File: src/rtl/tick_counter_if.sv
// Control and count signals for tick_counter, with master (driver) and slave (counter) views.
// TICK_COUNTER_SEG_EN adds blank_lz_i and seg_o for the seven-segment variant.
interface tick_counter_if #(
  parameter int NUM_DIGITS = 4
);
  logic                    slow_i;
  logic                    start_stop_i;
  logic                    clear_i;
  logic                    dir_i;
  logic [4*NUM_DIGITS-1:0] count_o;
  logic                    running_o;
  logic                    wrap_o;
`ifdef TICK_COUNTER_SEG_EN
  logic                    blank_lz_i;
  logic [7*NUM_DIGITS-1:0] seg_o;

  modport master (
    output slow_i, start_stop_i, clear_i, dir_i, blank_lz_i,
    input  count_o, running_o, wrap_o, seg_o
  );
  modport slave (
    input  slow_i, start_stop_i, clear_i, dir_i, blank_lz_i,
    output count_o, running_o, wrap_o, seg_o
  );
`else
  modport master (
    output slow_i, start_stop_i, clear_i, dir_i,
    input  count_o, running_o, wrap_o
  );
  modport slave (
    input  slow_i, start_stop_i, clear_i, dir_i,
    output count_o, running_o, wrap_o
  );
`endif
endinterface

File: src/rtl/tick_counter.sv
// Multi-digit BCD up/down counter advanced by rising edges of the divided clock level.
// Define TICK_COUNTER_SEG_EN to add registered active-low seven-segment outputs with leading-zero blanking.
module tick_counter #(
  parameter int NUM_DIGITS = 4
) (
  input  logic           clk_i,
  input  logic           rst_ni,
  tick_counter_if.slave  bus
);

  localparam int W = 4 * NUM_DIGITS;

  typedef enum logic [1:0] {
    IDLE  = 2'd0,
    RUN   = 2'd1,
    PAUSE = 2'd2
  } state_t;

  state_t          state_reg, state_next;
  logic            slow_q_reg;
  logic            tick;
  logic            count_en;
  logic [W-1:0]    count_reg, count_next;
  logic [W-1:0]    step_value;
  logic [NUM_DIGITS:0] carry;
  logic            running_reg, running_next;
  logic            wrap_reg, wrap_next;

  assign tick     = bus.slow_i & ~slow_q_reg;
  // clear_i overrides any step, so it also suppresses the wrap pulse
  assign count_en = (state_reg == RUN) & tick & ~bus.clear_i;

  // Ripple carry/borrow chain across digits; digit 0 always steps when enabled.
  assign carry[0] = 1'b1;
  generate
    for (genvar gi = 0; gi < NUM_DIGITS; gi++) begin : g_digit
      logic [3:0] digit;
      logic [3:0] digit_step;
      logic       carry_out;

      assign digit = count_reg[4*gi +: 4];

      always_comb begin
        digit_step = digit;
        carry_out  = 1'b0;
        if (carry[gi]) begin
          if (!bus.dir_i) begin
            if (digit == 4'd9) begin
              digit_step = 4'd0;
              carry_out  = 1'b1;
            end else begin
              digit_step = digit + 4'd1;
            end
          end else begin
            if (digit == 4'd0) begin
              digit_step = 4'd9;
              carry_out  = 1'b1;
            end else begin
              digit_step = digit - 4'd1;
            end
          end
        end
      end

      assign step_value[4*gi +: 4] = digit_step;
      assign carry[gi+1]           = carry_out;
    end
  endgenerate

  // State register plus count datapath.
  always_ff @(posedge clk_i) begin
    if (rst_ni) begin
      state_reg   <= IDLE;
      slow_q_reg  <= 1'b1;
      count_reg   <= '0;
      running_reg <= 1'b0;
      wrap_reg    <= 1'b0;
    end else begin
      state_reg   <= state_next;
      slow_q_reg  <= bus.slow_i;
      count_reg   <= count_next;
      running_reg <= running_next;
      wrap_reg    <= wrap_next;
    end
  end

  // Next-state logic.
  always_comb begin
    state_next = state_reg;
    if (bus.clear_i) begin
      state_next = IDLE;
    end else if (bus.start_stop_i) begin
      case (state_reg)
        IDLE:    state_next = RUN;
        RUN:     state_next = PAUSE;
        PAUSE:   state_next = RUN;
        default: state_next = IDLE;
      endcase
    end
  end

  // Output logic: registered state decode, next count and wrap flag.
  always_comb begin
    running_next = (state_next == RUN);
    count_next   = count_reg;
    wrap_next    = 1'b0;
    if (bus.clear_i) begin
      count_next = '0;
    end else if (count_en) begin
      count_next = step_value;
      wrap_next  = carry[NUM_DIGITS];
    end
  end

  assign bus.count_o   = count_reg;
  assign bus.running_o = running_reg;
  assign bus.wrap_o    = wrap_reg;

`ifdef TICK_COUNTER_SEG_EN
  function automatic logic [6:0] seg_decode(input logic [3:0] d);
    logic [6:0] p;
    case (d)
      4'd0:    p = 7'h40;
      4'd1:    p = 7'h79;
      4'd2:    p = 7'h24;
      4'd3:    p = 7'h30;
      4'd4:    p = 7'h19;
      4'd5:    p = 7'h12;
      4'd6:    p = 7'h02;
      4'd7:    p = 7'h78;
      4'd8:    p = 7'h00;
      4'd9:    p = 7'h10;
      default: p = 7'h7F;
    endcase
    return p;
  endfunction

  // Decode the value being loaded into count_reg so seg_o tracks count_o with no extra lag.
  logic [W-1:0]            seg_count;
  logic [7*NUM_DIGITS-1:0] seg_next, seg_reg;
  logic [NUM_DIGITS:0]     lead_zero;

  assign seg_count             = rst_ni ? '0 : count_next;
  assign lead_zero[NUM_DIGITS] = 1'b1;

  generate
    for (genvar gi = 0; gi < NUM_DIGITS; gi++) begin : g_seg
      assign lead_zero[gi] = lead_zero[gi+1] & (seg_count[4*gi +: 4] == 4'd0);
      if (gi == 0) begin : g_lsd
        assign seg_next[6:0] = seg_decode(seg_count[3:0]);
      end else begin : g_upper
        assign seg_next[7*gi +: 7] = (bus.blank_lz_i && lead_zero[gi]) ? 7'h7F
                                                                        : seg_decode(seg_count[4*gi +: 4]);
      end
    end
  endgenerate

  always_ff @(posedge clk_i) begin
    seg_reg <= seg_next;
  end

  assign bus.seg_o = seg_reg;
`endif

endmodule

File: src/flat_wrapper.sv
// flat-port wrapper written by rule: the top's interface ports become plain ports
module tick_counter_flat 
#(
  parameter int NUM_DIGITS = 4
)
  (clk_i, rst_ni, bus_slow_i, bus_start_stop_i, bus_clear_i, bus_dir_i, bus_count_o, bus_running_o, bus_wrap_o);
  tick_counter_if #(.NUM_DIGITS(NUM_DIGITS)) bus_i ();
  input  logic clk_i;
  input  logic rst_ni;
  input wire logic [$bits(bus_i.slow_i)-1:0] bus_slow_i;
  input wire logic [$bits(bus_i.start_stop_i)-1:0] bus_start_stop_i;
  input wire logic [$bits(bus_i.clear_i)-1:0] bus_clear_i;
  input wire logic [$bits(bus_i.dir_i)-1:0] bus_dir_i;
  output wire logic [$bits(bus_i.count_o)-1:0] bus_count_o;
  output wire logic [$bits(bus_i.running_o)-1:0] bus_running_o;
  output wire logic [$bits(bus_i.wrap_o)-1:0] bus_wrap_o;
  assign bus_i.slow_i = bus_slow_i;
  assign bus_i.start_stop_i = bus_start_stop_i;
  assign bus_i.clear_i = bus_clear_i;
  assign bus_i.dir_i = bus_dir_i;
  assign bus_count_o = bus_i.count_o;
  assign bus_running_o = bus_i.running_o;
  assign bus_wrap_o = bus_i.wrap_o;
  tick_counter #(.NUM_DIGITS(NUM_DIGITS)) u_core (.clk_i(clk_i), .rst_ni(rst_ni), .bus(bus_i));
endmodule
File: config.mk
export PLATFORM = sky130hd
export DESIGN_NAME = tick_counter_flat
export DESIGN_NICKNAME = d
export VERILOG_FILES = /design/src/rtl/tick_counter_if.sv /design/src/rtl/tick_counter.sv /design/src/flat_wrapper.sv
export SDC_FILE = /design/constraint.sdc
export NUM_CORES = 1
export LEC_CHECK = 0
export BUFFER_PORTS_ARGS = -buffer_cell sky130_fd_sc_hd__buf_4
export CAP_MARGIN = 20
export CORE_MARGIN = 1
export CORE_UTILIZATION = 55
export CTS_CLUSTER_DIAMETER = 40
export DETAILED_ROUTE_END_ITERATION = 10
export HOLD_SLACK_MARGIN = 0.08
export PLACE_DENSITY = 0.78
export SYNTH_ARGS = -nofsm -noshare
export SYNTH_HDL_FRONTEND = slang
export SYNTH_SLANG_ARGS = --single-unit
File: constraint.sdc
create_clock -name clk_i -period 3.2 [get_ports clk_i]
set_input_delay 0.32 -clock clk_i [delete_from_list [all_inputs] [get_ports clk_i]]
set_output_delay 0.32 -clock clk_i [all_outputs]
set_load 0.05 [all_outputs]
## Yosys cells after proc, flatten, opt, wreduce, memory -nomap -nowiden

Index checks and enable logic that the tools add are counted.

| storage, ports and cells | value |
|---|---|
| bits of input ports | 6 |
| word-level logic and storage cells | 70 |
| output and inout port bits | 18 |
| flip-flop bits (word level) | 21 |

| operators by class | value |
|---|---|
| add/subtract/negate cells | 8 |
| muxes and demuxes | 29 |
| reduce and logical (&&, ||, !) cells | 11 |
| bitwise gates (word level) | 7 |
| equality and inequality tests | 7 |

Operators with widths:

| cell | number |
|---|---|
| two-way mux 4 bit | 12 |
| adder 4 x 1 -> 4 bit (second input constant) | 4 |
| equality test 4 bit (second input constant) | 4 |
| zero test 4 bit | 4 |
| subtractor 4 x 1 -> 4 bit (second input constant) | 4 |
| two-way mux 1 bit | 14 |
| AND reduction 2 bit | 3 |
| equality test 2 x 1 -> 1 bit (second input constant) | 2 |
| two-way mux 2 bit | 2 |
| NOT 1 bit | 4 |
| one-hot mux 2 bit (2 select lines) | 1 |
| OR reduction 2 bit | 2 |
| OR reduction 4 bit | 1 |
| AND 1 bit | 3 |
| equality test 2 bit (second input constant) | 1 |
| zero test 2 bit | 1 |

## Longest topological paths before layout

Gate-level depths: netlist of run 1.

| logic depth | value |
|---|---|
| depth after elaboration | 7 |
| mapped depth | 7 |
| gate-level depth less buffers | 4 |

## Worst setup path after synthesis of run 1

Ideal clock, no wire load.

| path | value |
|---|---|
| path kind | register to register |
| from | register u_core.count_reg[3] (netlist: u_core.bus.count_o[3]) |
| to | register u_core.count_reg[11] (netlist: u_core.bus.count_o[11]) |
| stages on the path, launching flop included | 7 |
| path slack | 1.320 ns |
| arrival | 1.746 ns |
| path buffers | 2 |
| library setup time | 0.134 ns |
| cell sequence | dfxtp_1 -> buf_4 -> and3b_1 -> o2111ai_1 -> buf_2 -> o311ai_0 -> o31ai_1 |

| between the ends | value |
|---|---|
| word-level cells in the longest chain between the ends | 5 |

RTL lines:

| item | RTL line | text |
|---|---|---|
| start, declared | tick_counter.sv:23 | `logic [W-1:0] count_reg, count_next;` |
| start signal, assigned | tick_counter.sv:81 | `count_reg <= count_next;` |
| equality test 4 bit / zero test 4 bit (equally long branches) | tick_counter.sv:48, tick_counter.sv:55 |  |
| two-way mux 1 bit (on tied branches) | tick_counter.sv:48, tick_counter.sv:55 |  |
| two-way mux 1 bit * | tick_counter.sv:47 | `if (!bus.dir_i) begin` |
| two-way mux 1 bit * | tick_counter.sv:46 | `if (carry[gi]) begin` |
| AND reduction 2 bit (no line) * | n/a |  |

Mark *: on every way between the ends. The rest lies on a longest branch, timed or not.
A chain may end at the register's enable or synchronous reset.

## Worst setup path after layout of run 1

| path | value |
|---|---|
| from | register u_core.count_reg[0] (netlist: u_core.bus.count_o[0]) |
| to | register u_core.count_reg[5] (netlist: u_core.bus.count_o[5]) |

| between the ends | value |
|---|---|
| word-level cells in the longest chain between the ends | 4 |

RTL lines:

| item | RTL line |
|---|---|
| equality test 4 bit / zero test 4 bit (equally long branches) | tick_counter.sv:48, tick_counter.sv:55 |
| two-way mux 1 bit (on tied branches) | tick_counter.sv:48, tick_counter.sv:55 |
| two-way mux 1 bit * | tick_counter.sv:47 |
| AND reduction 2 bit (no line) * | n/a |

Marks and branches as above.

==> results of run 1 <==
## worst min path at each step
stage | end | depth (start not counted) | slack [ns]
global placement | u_core.state_reg[1] | 2 | 0.48
CTS | u_core.slow_q_reg | 2 | 0.21
global route | u_core.slow_q_reg | 2 | 0.21
floorplan | u_core.slow_q_reg | 1 | 0.42
finish | u_core.slow_q_reg | 2 | 0.21
detailed placement | u_core.state_reg[1] | 2 | 0.50
## stage by stage
step           setup slack (ns)  total power [mW]  cell area (µm²)  hold WS [ns]
4_1_cts                    1.17             0.449             1700         0.208
6_report                   1.16             0.447             1700         0.211
5_1_grt                   0.991             0.467             1700         0.211
3_3_place_gp               1.17             0.320             1670         0.479
3_5_place_dp               1.08             0.322             1670         0.500
2_1_floorplan              1.32             0.310             1560         0.424
## layout make-up
cell class | count | area (µm²) | share of cell area, %
Tap cell | 30 | 37.5 | 2.21
Sequential cell | 21 | 420 | 24.8
Timing Repair Buffer | 23 | 173 | 10.2
Multi-Input combinational cell | 156 | 1030 | 60.8
Clock buffer | 4 | 26.3 | 1.55
Inverter | 2 | 7.51 | 0.443
## Yosys cell counts, types with 4 or more instances
| library cell | number |
|---|---|
| dfxtp_1 | 21 |
| a21oi_1 | 15 |
| o21ai_0 | 15 |
| nor2_1 | 14 |
| nand2_1 | 13 |
| clkbuf_1 | 10 |
| nand2b_1 | 9 |
| buf_2 | 7 |
| nand3b_1 | 7 |
| nor2b_1 | 6 |
| xnor2_1 | 5 |
| nor3b_1 | 4 |
| o21a_1 | 4 |
## power by group through the flow
stage	clock, mW	sequential, mW	combinational, mW
2_1_floorplan	0	0.274	0.0360
3_3_place_gp	0	0.271	0.0489
3_5_place_dp	0	0.272	0.0506
4_1_cts	0.132	0.266	0.0509
5_1_grt	0.144	0.266	0.0565
6_report	0.131	0.266	0.0509
## cells by family (layout without fill, tap and decap cells)
| family | after synthesis | count (layout) | share of synthesized area (%) |
|---|---|---|---|
| buffers and inverters | 23 | 29 | 7.05 |
| DFF | 21 | 21 | 26.9 |
| and+or+nand+nor | 81 | 81 | 32.6 |
| AOI/OAI and AO/OA | 64 | 64 | 26.8 |
| xor gates and xnor gates | 7 | 7 | 3.93 |
| muxes | 4 | 4 | 2.72 |
## per-layer routing
metal,routed length (µm),share of wire (%)
met3,132,4.1
met5,0,0
met1,1510,47
met4,31,0.97
met2,1510,47
==> impl_metrics.tcl, run 1 <==
set metrics [dict create \
    endpoint "u_core.bus.count_o[5]" \
    netlist.area_leader.share_pct 26.9 \
    stdcell_count 236 \
    finalHoldViolCount 0 \
    netlist_top_cells_area "dfxtp_1, a21oi_1, o21ai_0, nand2b_1, nand3b_1" \
    path_cells "and3b_1 -> o2111ai_1 -> or4_1 -> a21oi_1" \
    top_usage_layer "met2" \
    die_h_um 55.3 \
    crit_family "simple AND/OR/NAND/NOR gates" \
    fin_crit_sh_pct 63.6 \
    crit_type "flip-flop to flip-flop" \
    layout-drive-gt1-share_pct 17.0 \
    r2r_slack_ns 1.16 \
    htreeDepth 1 \
    die_area_um2 3060 \
    min_from "bus_slow_i" \
    path_depth 4 \
    power_per_cell_area_nw_per_um2 264 \
    max_stage_delay_ns 0.63 \
    cp_data_required_time_ns 3.43 \
    nets 213 \
    clk_latency_ns 0.30 \
    cpMaxStageDelayCell "or4_1" \
    ir_drop_mv 0.203 \
    postCtsSetupBuffers 0 \
    rsz0062_at_grt "false" \
    clk_pin_slew_ns 0.12 \
    place_hpwl_um 2160 \
    slew_violations 0 \
    gr-usage-met1_pct 29.5 \
    startpoint "u_core.bus.count_o[0]" \
    period_minus_slack_ns 2.04 \
    max_clock_freq_mhz 491 \
    crit_arrival_ns 2.27 \
    overflow 0 \
    wirelength_um 3190 \
    largest_register_ffs 16 \
    clk_path_buf_depth 2 \
    via_per_inst 6.16 \
    track_usage_pct 21.5 \
    seq_area_frac_synth_pct 26.9 \
    antenna_left 0 \
    antenna_found_initial 0 \
    routabilityCongestion 0.835 \
    die_w_um 55.3 \
    synthFlopType "dfxtp_1" \
    crit_buf_inv 0 \
    synth_warnings 0 \
    p_clk_share_pct 29.2 \
    final_common_cell "buf_4" \
    skew_ns 0.00747 \
    area.growth.synth_to_final_pct 8.57 \
    hold_class "input port to flip-flop" \
    maxCapViolCount 0 \
    p_int_mw 0.334 \
    ys_ff_latch 21 \
    syn_area_per_cell_um2 7.81 \
    r2r_start "u_core.bus.count_o[0]" \
    async_flop_share_pct 0 \
    tightestPinTransition_ns 0.744 \
    drc 0 \
    fillers 254 \
    seqPwrFrac_pct 59.4 \
    grt_pass1_wl_um 5520 \
    synth_enable_flop_cells 0 \
    syn_inst 200 \
    crit_path_end_kind "flip-flop" \
    cts_tree "built" \
    rows 18 \
    p_comb_share_pct 11.4 \
    status "finished clean" \
    drtIter0Drc 62 \
    grt_pass1_vias 1270 \
    start_kind "flip-flop" \
    power_switching_mw 0.114 \
    num_io_pins 24 \
    sw_frac_of_total_pct 25.4 \
    placed_cells 232 \
    tns_ns 0 \
    final_core_util_pct 65.5 \
    hold_buffers 0 \
    p_leak_nw 0.586 \
    synth.largest_area_cell "dfxtp_1" \
    cts_buffers 3 \
    max_slew_margin_pct 50.4 \
    dr.pass1.iters 4 \
    io_buffers 23 \
    synth_fp_nets 206 \
    grt_max_degree 45 \
    num_vias 1453 \
    cts-resized-gates 0 \
    met3_usage_pct 2.11 \
    final-setup-viol-count 0 \
    mostFrequentLayoutCells "buf_4, dfxtp_1, a21oi_1, o21ai_0, nor2_1" \
    clkSinkCount 21 \
    rr_endpoint "u_core.bus.count_o[5]" \
    synthDistinctLibCells 53 \
    worstRegToRegCells 4 \
    antenna_cells 0 \
    core_area_um2 2590 \
    met2_usage_pct 35.3 \
    start_util_pct 60.3 \
    ctsRootBufferMaster "clkbuf_4" \
    critPathMaxFanout 12 \
    wire_per_inst_um 13.5 \
    synth.cell_area_um2 1560 \
]
Power figures use the tool's default switching activity.
==> run 2, diff against run 1 <==
- clock period: 3.2 -> 2 ns (I/O delays scaled with it)
==> impl_metrics.tcl, run 2 (synthesis results as in run 1) <==
set metrics [dict create \
    status "finished clean" \
    power_per_cell_area_nw_per_um2 408 \
    antenna_left 0 \
    hold_buffers 0 \
    overflow 0 \
    wire_per_inst_um 14.0 \
    max_slew_margin_pct 68.8 \
    clkSinkCount 21 \
    finalHoldViolCount 0 \
    crit_family "simple AND/OR/NAND/NOR gates" \
    period_minus_slack_ns 1.82 \
    antenna_found_initial 0 \
    max_stage_delay_ns 0.56 \
    tightestPinTransition_ns 0.465 \
    ir_drop_mv 0.392 \
    mostFrequentLayoutCells "buf_4, dfxtp_1, a21oi_1, o21ai_0, nor2_1" \
    skew_ns 0.00348 \
    crit_path_end_kind "flip-flop" \
    endpoint "u_core.bus.count_o[5]" \
    nets 219 \
    final_core_util_pct 67.5 \
    rows 18 \
    clk_latency_ns 0.29 \
    wirelength_um 3380 \
    dr.pass1.iters 4 \
    ctsRootBufferMaster "clkbuf_4" \
    via_per_inst 6.19 \
    track_usage_pct 22.1 \
    dp_worst_setup_slack_ns 0.119 \
    clk_pin_slew_ns 0.12 \
    routabilityCongestion 0.900 \
    rsz0062_at_grt "false" \
    fin_crit_sh_pct 91.2 \
    layout-drive-gt1-share_pct 20.3 \
    path_depth 4 \
    multi_input_area_um2 1040 \
    hold_class "input port to flip-flop" \
    grt_pass1_vias 1316 \
    drtIter0Drc 80 \
    fillers 240 \
    grt_pass1_wl_um 5690 \
    die_area_um2 3060 \
    r2r_slack_ns 0.18 \
    startpoint "u_core.bus.count_o[3]" \
    largest_register_ffs 16 \
    crit_buf_inv 0 \
    core_area_um2 2590 \
    cp_data_required_time_ns 2.23 \
    htreeDepth 1 \
    cts_buffers 3 \
    die_w_um 55.3 \
    critPathMaxFanout 10 \
    cts_tree "built" \
    area.growth.synth_to_final_pct 11.9 \
    tns_ns 0 \
    final-setup-viol-count 0 \
    max_clock_freq_mhz 548 \
    postCtsSetupBuffers 0 \
    clk_path_buf_depth 2 \
    place_hpwl_um 2350 \
    path_cells "and3b_1 -> o2111ai_2 -> or4_1 -> a21oi_1" \
    io_buffers 23 \
    num_io_pins 24 \
    start_util_pct 60.3 \
    worstRegToRegCells 4 \
    p_leak_nw 0.619 \
    final_common_cell "buf_4" \
    grt_max_degree 24 \
    fin_total_pwr_mw 0.713 \
    crit_arrival_ns 2.05 \
    regArea_um2 420 \
    r2r_start "u_core.bus.count_o[3]" \
    post-route-worst-setup-slack_ns 0.177 \
    drc 0 \
    die_h_um 55.3 \
    slew_violations 0 \
    num_vias 1498 \
    start_kind "flip-flop" \
    antenna_cells 0 \
    cpMaxStageDelayCell "or4_1" \
    maxCapViolCount 0 \
    rr_endpoint "u_core.bus.count_o[5]" \
    crit_type "flip-flop to flip-flop" \
]
run 2: cell count changes in the layout (fill, tap and decap cells not counted):
| cell | previous run | this run |
|---|---|---|
| o2111ai_1 | 1 | 0 |
| clkinv_2 | 0 | 1 |
| buf_4 | 23 | 29 |
| o2111ai_2 | 0 | 1 |
| clkbuf_1 | 1 | 0 |
run 2: how the worst min path moves through the flow:
stage / start / endpoint / slack [ns] / cells after the start
floorplan: bus_slow_i / u_core.slow_q_reg / 0.30 / 1
global placement: bus_slow_i / u_core.slow_q_reg / 0.40 / 2
detailed placement: rst_ni / u_core.slow_q_reg / 0.41 / 2
CTS: rst_ni / u_core.slow_q_reg / 0.09 / 2
global route: rst_ni / u_core.slow_q_reg / 0.1 / 2
finish: rst_ni / u_core.slow_q_reg / 0.10 / 2
run 2: final cells by class:
| type | instances | share of cell area, % |
|---|---|---|
| Multi-Input combinational cell | 156 | 59.3 |
| Clock inverter | 1 | 0.286 |
| Sequential cell | 21 | 24.1 |
| Inverter | 2 | 0.429 |
| Tap cell | 30 | 2.15 |
| Clock buffer | 3 | 1.29 |
| Timing Repair Buffer | 29 | 12.5 |
run 2: metrics by stage:
stage | hold slack, ns | instances | cell area, µm²
2_1_floorplan | 0.304 | 200 | 1560
3_3_place_gp | 0.402 | 238 | 1710
3_5_place_dp | 0.410 | 238 | 1710
4_1_cts | 0.0938 | 242 | 1740
5_1_grt | 0.0952 | 242 | 1750
6_report | 0.102 | 242 | 1750
run 2: timing repair:
action | CTS | global route
endpoints found under the setup margin | 0 | 1
gates resized for setup | 0 | 1
hold endpoints to repair | 0 | 0
run 2: power by group:
part           total, mW  switching (mW)  internal, mW
Sequential         0.425         0.00314         0.422
Clock              0.201           0.127        0.0743
Combinational     0.0871          0.0496        0.0375
run 2: routing by layer:
metal	wire length (µm)	part of all wire (%)	track usage (%)
met1	1580	47	29.1
met2	1620	48	37.0
met3	123	3.6	2.58
met4	61	1.8	8.57
met5	0	0	0
run 2: worst register-to-register path: cells and delay by family, from the launching register on:
kind | cells | cell delay [ns]
AND/OR/NAND/NOR | 2 | 0.81
flip-flops | 1 | 0.52
AO/OA/AOI/OAI | 2 | 0.43
==> run 3, diff against run 2 <==
- GPL_TIMING_DRIVEN: default -> 0
==> impl_metrics.tcl, run 3 (synthesis results as in run 1) <==
set metrics [dict create \
    rows 18 \
    stdcell_count 259 \
    final_common_cell "buf_4" \
    seqPwrFrac_pct 56.6 \
    maxCapViolCount 0 \
    grt_max_degree 12 \
    die_w_um 55.3 \
    hold_class "input port to flip-flop" \
    p_clk_share_pct 30.7 \
    antenna_found_initial 0 \
    layout-drive-gt1-share_pct 19.7 \
    start_kind "flip-flop" \
    crit_type "flip-flop to flip-flop" \
    slew_violations 0 \
    cts_buffers 3 \
    crit_buf_inv 2 \
    track_usage_pct 24.3 \
    io_buffers 23 \
    crit_family "compound AO/OA/AOI/OAI gates" \
    final-setup-viol-count 0 \
    postCtsSetupBuffers 0 \
    start_util_pct 60.3 \
    core_area_um2 2590 \
    tns_ns 0 \
    cp_data_required_time_ns 2.21 \
    antenna_left 0 \
    cts_tree "built" \
    status "finished clean" \
    max_slew_margin_pct 67.5 \
    clk_latency_ns 0.32 \
    via_per_inst 6.28 \
    antenna_cells 0 \
    power_per_cell_area_nw_per_um2 413 \
    critPathMaxFanout 10 \
    dr.pass1.iters 5 \
    p_int_mw 0.542 \
    hold_buffers 2 \
    skew_ns 0.00517 \
    whs_ns 0.146 \
    tightestPinTransition_ns 0.488 \
    crit_arrival_ns 1.93 \
    drtIter0Drc 77 \
    period_minus_slack_ns 1.72 \
    crit_path_end_kind "flip-flop" \
    cpMaxStageDelayCell "dfxtp_1" \
    die_h_um 55.3 \
    wire_per_inst_um 14.5 \
    wirelength_um 3740 \
    clk_pin_slew_ns 0.14 \
    routabilityCongestion 0.879 \
    largest_register_ffs 16 \
    placed_cells 253 \
    drc 0 \
    path_cells "buf_6 -> and3b_1 -> o2111ai_1 -> buf_2 -> o311ai_0 -> o31ai_1" \
    finalHoldViolCount 0 \
    power_switching_mw 0.209 \
    cts-resized-gates 0 \
    ctsRootBufferMaster "clkbuf_4" \
    grt_pass1_vias 1410 \
    fillers 230 \
    overflow 0 \
    final_core_util_pct 70.2 \
    clk_path_buf_depth 2 \
    p_leak_nw 0.654 \
    ir_drop_mv 0.340 \
    max_stage_delay_ns 0.38 \
    nets 236 \
    max_clock_freq_mhz 582 \
    place_hpwl_um 2620 \
    num_io_pins 24 \
    sw_frac_of_total_pct 27.8 \
    clkSinkCount 21 \
    die_area_um2 3060 \
    htreeDepth 1 \
    num_vias 1626 \
    p_comb_share_pct 12.7 \
    grt_pass1_wl_um 6220 \
    area.growth.synth_to_final_pct 16.4 \
    rsz0062_at_grt "false" \
    mostFrequentLayoutCells "buf_4, dfxtp_1, a21oi_1, o21ai_0, nor2_1" \
    fin_crit_sh_pct 85.9 \
]
-- run 3: cell type report --
type	instances	area [µm²]	share of cell area, %
multi-input cells	156	1030	56.7
flip-flops and latches	21	420	23.1
repair buffers	25	193	10.6
plain buffers	21	103	5.64
well taps	30	37.5	2.06
clock buffers	4	26.3	1.45
inverters	2	7.51	0.413
-- run 3: per-layer routing --
layer,track usage (%),wire length (µm),up-vias
li1,-,-,791
met1,33.1,1680,759
met2,39.6,1810,67
met3,2.58,204,9
met4,9.29,43,0
met5,0,0,-
-- run 3: worst paths after layout --
| path | from | end | slack, ns | cells past startpoint |
|---|---|---|---|---|
| min reg2reg | u_core.state_reg[1] | u_core.state_reg[1] | 0.54 | 2 |
| max reg2reg | u_core.bus.count_o[0] | u_core.bus.count_o[11] | 0.28 | 6 |
| max | u_core.bus.count_o[0] | u_core.bus.count_o[11] | 0.28 | 6 |
| min | bus_start_stop_i | u_core.state_reg[1] | 0.15 | 3 |
-- run 3: worst register-to-register path, stage by stage (launching register included) --
cell and delay [ns]:
dfxtp_1 0.38, buf_6 0.15, and3b_1 0.18, o2111ai_1 0.17, buf_2 0.22, o311ai_0 0.39, o31ai_1 0.13
-- run 3: through the flow --
stage               power, mW  area, µm²  worst slack (ns)
finish                  0.751       1820             0.282
global route            0.768       1820             0.146
CTS                     0.747       1820             0.300
detailed placement      0.525       1770             0.329
global placement        0.522       1770             0.316
floorplan               0.496       1560             0.120
-- run 3: power by group through the flow --
| stage | clock, mW | sequential [mW] | combinational, mW |
|---|---|---|---|
| 6_report | 0.230 | 0.425 | 0.0950 |
| 5_1_grt | 0.239 | 0.426 | 0.104 |
| 4_1_cts | 0.228 | 0.425 | 0.0943 |
| 3_5_place_dp | 0 | 0.434 | 0.0909 |
| 3_3_place_gp | 0 | 0.434 | 0.0886 |
| 2_1_floorplan | 0 | 0.438 | 0.0576 |
